## config.mk

```make
export PLATFORM = sky130hd
export DESIGN_NAME = elf_mem_ctrl
export DESIGN_NICKNAME = d
export VERILOG_FILES = /design/src/rtl/elf_mem_ctrl.sv
export SDC_FILE = /design/constraint.sdc
export NUM_CORES = 1
export LEC_CHECK = 0
export CORE_ASPECT_RATIO = 1.25
export CORE_UTILIZATION = 44
export DETAILED_ROUTE_END_ITERATION = 12
export PLACE_DENSITY_LB_ADDON = 0.25
export SYNTH_ARGS = -nofsm -noshare
export SYNTH_HDL_FRONTEND = slang
export SYNTH_SLANG_ARGS = --single-unit
```

## constraint.sdc

```tcl
create_clock -name clk -period 5 [get_ports clk]
set_input_delay 1.25 -clock clk [delete_from_list [all_inputs] [get_ports clk]]
set_output_delay 1.25 -clock clk [all_outputs]
set_load 0.01 [all_outputs]
```

## src/rtl/elf_mem_ctrl.sv

```systemverilog
// Arbitrates RAM port A between a power-on zero fill, ioctl image downloads and CPU writes,
// and holds the CPU in reset while the RAM contents are being rebuilt.
module elf_mem_ctrl #(
    parameter int unsigned ADDR_W     = 12,
    parameter int unsigned NUM_IMG    = 2,
    parameter int unsigned IMG_STRIDE = 32'h400,
    parameter int unsigned WR_LO      = 32'h800,
    parameter int unsigned WR_HI      = 32'hA00,
    parameter bit          CLEAR_EN   = 1'b1,
    parameter int unsigned HOLD_CYC   = 16
) (
    input  logic              clk,
    input  logic              reset,
    input  logic              ioctl_download,
    input  logic [7:0]        ioctl_index,
    input  logic              ioctl_wr,
    input  logic [24:0]       ioctl_addr,
    input  logic [7:0]        ioctl_dout,
    input  logic [15:0]       cpu_addr,
    input  logic              cpu_wr,
    input  logic [7:0]        cpu_dout,
    output logic [ADDR_W-1:0] ram_addr,
    output logic [7:0]        ram_din,
    output logic              ram_wren,
    output logic              cpu_reset,
    output logic              load_done,
    output logic              load_err,
    output logic [ADDR_W:0]   load_count
);

    localparam int unsigned     HOLD_W    = (HOLD_CYC > 1) ? $clog2(HOLD_CYC) : 1;
    localparam logic [HOLD_W-1:0] HOLD_INIT = HOLD_W'(HOLD_CYC - 1);
    localparam logic [ADDR_W:0] COUNT_MAX = {1'b1, {ADDR_W{1'b0}}};

    typedef enum logic [1:0] {
        ST_CLEAR,
        ST_RUN,
        ST_LOAD,
        ST_HOLD
    } state_t;

    state_t              state_reg;
    logic [ADDR_W-1:0]   clr_cnt_reg;
    logic [HOLD_W-1:0]   hold_cnt_reg;
    logic [ADDR_W:0]     load_count_reg;
    logic                load_err_reg;

    logic [31:0]         img_base;
    logic [31:0]         cpu_lo;
    logic [ADDR_W-1:0]   load_addr;
    logic                idx_ok;
    logic                cpu_in_window;
    logic                unused_bits;

    // Image base is taken modulo the RAM size, so out-of-range indices simply wrap.
    assign img_base      = 32'(ioctl_index) * IMG_STRIDE;
    assign load_addr     = ioctl_addr[ADDR_W-1:0] + img_base[ADDR_W-1:0];
    assign idx_ok        = 32'(ioctl_index) < NUM_IMG;
    assign cpu_lo        = 32'(cpu_addr[ADDR_W-1:0]);
    assign cpu_in_window = (cpu_lo >= WR_LO) && (cpu_lo < WR_HI);
    assign unused_bits   = ^{ioctl_addr, cpu_addr, img_base};

    always_ff @(posedge clk) begin
        if (reset) begin
            state_reg      <= CLEAR_EN ? ST_CLEAR : ST_RUN;
            clr_cnt_reg    <= '0;
            hold_cnt_reg   <= '0;
            load_count_reg <= '0;
            load_err_reg   <= 1'b0;
        end else begin
            case (state_reg)
                ST_CLEAR: begin
                    clr_cnt_reg <= clr_cnt_reg + ADDR_W'(1);
                    if (&clr_cnt_reg) begin
                        if (ioctl_download) begin
                            state_reg      <= ST_LOAD;
                            load_count_reg <= '0;
                        end else begin
                            state_reg <= ST_RUN;
                        end
                    end
                end
                ST_RUN: begin
                    if (ioctl_download) begin
                        state_reg      <= ST_LOAD;
                        load_count_reg <= '0;
                    end
                end
                ST_LOAD: begin
                    if (ioctl_wr) begin
                        if (!idx_ok) begin
                            load_err_reg <= 1'b1;
                        end else if (load_count_reg != COUNT_MAX) begin
                            load_count_reg <= load_count_reg + (ADDR_W+1)'(1);
                        end
                    end
                    if (!ioctl_download) begin
                        state_reg    <= ST_HOLD;
                        hold_cnt_reg <= HOLD_INIT;
                    end
                end
                ST_HOLD: begin
                    // A new download restarts loading; the pending release is dropped.
                    if (ioctl_download) begin
                        state_reg      <= ST_LOAD;
                        load_count_reg <= '0;
                    end else if (hold_cnt_reg == '0) begin
                        state_reg <= ST_RUN;
                    end else begin
                        hold_cnt_reg <= hold_cnt_reg - HOLD_W'(1);
                    end
                end
                default: state_reg <= ST_RUN;
            endcase
        end
    end

    always_comb begin
        ram_addr = cpu_addr[ADDR_W-1:0];
        ram_din  = cpu_dout;
        ram_wren = 1'b0;
        case (state_reg)
            ST_CLEAR: begin
                ram_addr = clr_cnt_reg;
                ram_din  = 8'h00;
                ram_wren = 1'b1;
            end
            ST_RUN: begin
                ram_wren = cpu_wr && cpu_in_window;
            end
            ST_LOAD: begin
                ram_addr = load_addr;
                ram_din  = ioctl_dout;
                ram_wren = ioctl_wr && idx_ok;
            end
            default: ;
        endcase
    end

    assign cpu_reset  = reset || (state_reg != ST_RUN);
    assign load_done  = !reset && (state_reg == ST_HOLD) && (hold_cnt_reg == '0) && !ioctl_download;
    assign load_err   = load_err_reg;
    assign load_count = load_count_reg;

endmodule

```

* Word-level counts from Yosys, hierarchy flattened *
Cells that the tools add are included.

storage, ports and cells
  bits in registers = 32
  input bits = 70
  word-level logic and storage cells = 65
  output and inout port bits = 37

cells by class
  eq/ne operators = 14
  add/subtract/negate cells = 4
  reductions and logical operators = 18
  bitwise gates (word level) = 1
  multiplexer cells = 20
  magnitude comparators = 3

operator list
  cell                                                number
  2-to-1 mux 13 bit                                   5
  case mux 13 bit (3 select lines)                    1
  case mux 12 bit (2 select lines)                    1
  != test 2 bit, second input constant                8
  case mux 8 bit (2 select lines)                     1
  adder 13 x 1 -> 13 bit, second input constant       1
  != test 13 bit, second input constant               1
  adder 12 x 1 -> 12 bit, second input constant       1
  adder 12 bit                                        1
  >= comparator 12 bit, second input constant         1
  < comparator 12 bit, second input constant          1
  2-to-1 mux 2 bit                                    6
  2-to-1 mux 4 bit                                    3
  AND reduction 12 bit                                1
  AND reduction 4 bit                                 3
  < comparator 8 x 2 -> 1 bit, second input constant  1
  case mux 2 bit (4 select lines)                     1
  case mux 4 bit (2 select lines)                     1
  logical AND 1 bit                                   6
  equality test 2 bit, second input constant          2
  zero test 4 bit                                     1
  subtractor 4 x 1 -> 4 bit, second input constant    1
  != test 3 bit, second input constant                1
  case mux 1 bit (3 select lines)                     1
  9 further kinds                                     10

* Logic depth before layout (Yosys ltp) *
  depth after elaboration = 5
  gate-level depth with buffers = 8
  mapped depth without buffers = 7

* Worst setup path before layout *
OpenSTA, ideal clock, no wires.

  kind = input-to-output
  start point = input ioctl_index[5]
  end point = output ram_wren
  data required time = 3.750 ns
  path buffers = 0
  setup slack = 1.761 ns
  arrival = 1.989 ns
  cell stages on the path = 3
  cells stage by stage = nor4_1 nand4_1 a21oi_1

between the ends
  cells in the longest elaborated chain, start to end = 3

ends and longest elaborated chain
  item                             line  source
  from (decl)                      15    input logic [7:0] ioctl_index,
  < comparator 8 x 2 -> 1 bit      58    assign idx_ok = 32'(ioctl_index) < NUM_IMG;
  logical AND 1 bit                134   ram_wren = ioctl_wr && idx_ok;
  case mux 1 bit (3 select lines)  122   case (state_reg)
  to (decl)                        24    output logic ram_wren,

Every way passes these cells.

* Worst setup path after layout *
  start point = input ioctl_index[4]
  end point = output ram_wren

The elaborated chain is that of the path after synthesis.

==> key figures <==
Run status
  – Run status: finished clean

Clock tree
  – Post-cts sizing count: 0
  – Clock Latency Late Sink: 0.28 ns
  – Post-CTS setup buffer count: 0
  – Num CTS Buffers: 5
  – Clock tree from TritonCTS: yes
  – TritonCTS Sinks: 32
  – Root buffer cell: clkbuf_8
  – Hold buffer count at cts: 0
  – Clock transition at path regs: 0.06 ns
  – Clock tree buffer depth: 2
  – H-tree depth: 2

Setup path
  – RR Startpoint: state_reg[0]$_SDFFE_PP0P_
  – Worst-path cell chain: clkdlybuf4s50_1 > nor4_1 > nand4_1 > a21oi_1 > clkdlybuf4s50_1
  – Critical setup path kind: in -> out
  – CP Launch Type: primary input
  – CP max-delay cell: clkdlybuf4s50_1
  – R2r setup slk: 2.45 ns
  – Critical Path AT: 3.09 ns
  – Worst path most repeated cell: clkdlybuf4s50_1
  – Worst EP required: 3.75 ns
  – Delay-heaviest family, CP: buffers and inverters
  – Critical path peak fanout: 3
  – CP endpoint kind: primary output
  – CP peak stage delay: 0.55 ns
  – Buf/Inv on CP: 2
  – Critical Path Start: ioctl_index[4]

Die
  – Io pins: 107
  – Die area: 5160 µm²
  – Die height: 80.1 µm
  – Core area: 4730 µm²
  – Chip Width: 64.5 µm
  – Starting density of the core: 45.4%
  – Placement Rows: 28

Synthesis
  – Post-synth EDFFs: 0
  – Distinct cell type count after synthesis: 54
  – Cell Area, Synth: 2150 µm²
  – Post-synth ARST share: 0%
  – Sequential area share after synthesis: 29.8%
  – Yosys warns: 0
  – Mean Syn Cell Area: 7.89 µm²
  – Mapped Cells: 272
  – #FFs+latches synth: 32
  – Syn_nets: 351
  – Main synth FF type: dfxtp_1

Layout
  – Fraction of layout cells with a size suffix above 1: 5.88%
  – Fill count: 414
  – Max reg flops: 13
  – Area growth syn-to-layout: 47.7%
  – Ant. Diodes: 0
  – FF/Latch Area: 641 µm²
  – Final nets: 436
  – Area occupied by multi-input gates: 1410 µm²
  – Final non-filler cell total: 417

Power and ir drop
  – VDD IR max: 0.000200 V
  – Power Dens Cells: 325 nW/µm²
  – P_leak: 1.15 nW
  – Total power: 1.03 mW

Global route
  – First-pass GRT wire length: 10.3 mm
  – Vias in the first global route: 2258
  – Pin count of the biggest net entering global routing: 29
  – Total GRT Usage: 25.2%
  – Initial antenna violation count: 0
  – Overflow after GRT: 0

STA
  – Setup TNS: 0 ns
  – Hold_ws: 0.494 ns
  – RSZ-0062 raised after global routing: false
  – Clock skew: 0.00864 ns
  – Max-slew headroom: 39.9%
  – Min Tclk post-route: 4.34 ns
  – Post-route setup slack: 0.662 ns
  – Final Hold Fails: 0
  – Fmax: 0.231 GHz
  – Final setup viols: 0
  – Measured slew at the worst slew-check pin: 0.901 ns
  – Post-route clock period utilization: 86.8%
  – Slew Limit Fails: 0

Detailed routing
  – First-pass DRT Iterations: 5
  – Iter 0 DRT Violations: 138
  – ANT nets after route: 0
  – Vias per std cell: 5.67
  – Drt total wl: 6.23 mm
  – DR vias: 2366
  – DRC: 0
  – Routed len/inst: 14.9 µm

Place
  – Post-placement cell count: 410
  – Port Buffer Count: 89
  – DP HPWL: 4.43 mm
  – Placer Congestion: 0.845
  – Pre-CTS WS: 0.632 ns

Job
  – Max-cap violation count: 0

Worst hold path
  – Hold/Removal Path Class: reg -> reg
  – HP Start: load_err$_SDFFE_PP0P_
[stage by stage]
stage                     instance area (µm²)  utilization [%]
after floorplan                          2150                -
after global placement                   3080             65.0
after detailed placement                 3080             65.0
after CTS                                3170             67.1
after global routing                     3170             67.1
final                                    3170             67.1
[Yosys cell counts, types with 4 or more instances]
library cell	count	area, µm²
a21oi_1	10	50.1
a22o_1	8	70.1
a22oi_1	12	90.1
a31oi_1	4	25.0
buf_1	4	15.0
clkbuf_1	9	33.8
dfxtp_1	32	641
ha_1	9	113
inv_1	9	33.8
nand2_1	45	169
nand3_1	7	35.0
nand4_1	12	75.1
nor2_1	24	90.1
nor3_1	4	20.0
nor4b_1	4	35.0
o21ai_0	10	50.1
or4_1	5	37.5
xnor2_1	4	35.0
xor2_1	8	70.1
[cells in the final DEF (no fill, tap or decap), types with 7 or more instances in the layout]
| cell type | n |
|---|---|
| clkbuf_8 | 7 |
| nor2_1 | 24 |
| nand2_1 | 45 |
| xor2_1 | 8 |
| inv_1 | 9 |
| ha_1 | 9 |
| dfxtp_1 | 32 |
| a22o_1 | 8 |
| nand3_1 | 7 |
| nand4_1 | 12 |
| clkdlybuf4s50_1 | 89 |
| a21oi_1 | 10 |
| o21ai_0 | 10 |
| a22oi_1 | 12 |
[final timing paths]
path / end / cells after the start
max: ram_wren / 5
min: load_err$_SDFFE_PP0P_ / 2
max reg2reg: load_count[1]$_SDFFE_PP0P_ / 7
min reg2reg: load_err$_SDFFE_PP0P_ / 2
[layer usage]
layer	track usage [%]	vias up	routed length [µm]
met3	6.11	4	426
met1	31.1	1088	2660
met2	41.5	90	3080
met5	0	-	0
li1	-	1184	-
met4	10.7	0	55
[tightest hold or removal path, cell delays in order (launching register included)]
cell and delay [ns]:
dfxtp_1 0.34, a31oi_1 0.05, nor2_1 0.07
[layout make-up]
class | count | area share [%]
multi-input cells | 217 | 44.5
well taps | 60 | 2.37
clock buffers | 7 | 3.04
inverters | 9 | 1.07
repair buffers | 92 | 28.8
flip-flops and latches | 32 | 20.2
[kinds of logic (layout without fill, tap and decap cells)]
group / Yosys count / after routing / synth area share, %
and+or+nand+nor: 126 / 126 / 30.6
AOI/OAI and AO/OA: 68 / 68 / 24.1
DFF: 32 / 32 / 29.8
buffers and inverters: 23 / 108 / 4.37
xor gates and xnor gates: 12 / 12 / 4.90
adders and majority gates: 9 / 9 / 5.24
muxes: 2 / 2 / 0.932
[report_power, final]
| group | internal [mW] | total, mW | switching [mW] |
|---|---|---|---|
| clock network | 0.122 | 0.213 | 0.0903 |
| registers | 0.274 | 0.293 | 0.0194 |
| logic | 0.272 | 0.524 | 0.253 |
| total | 0.668 | 1.03 | 0.362 |
Note: power is estimated with default switching activity, not from simulation.
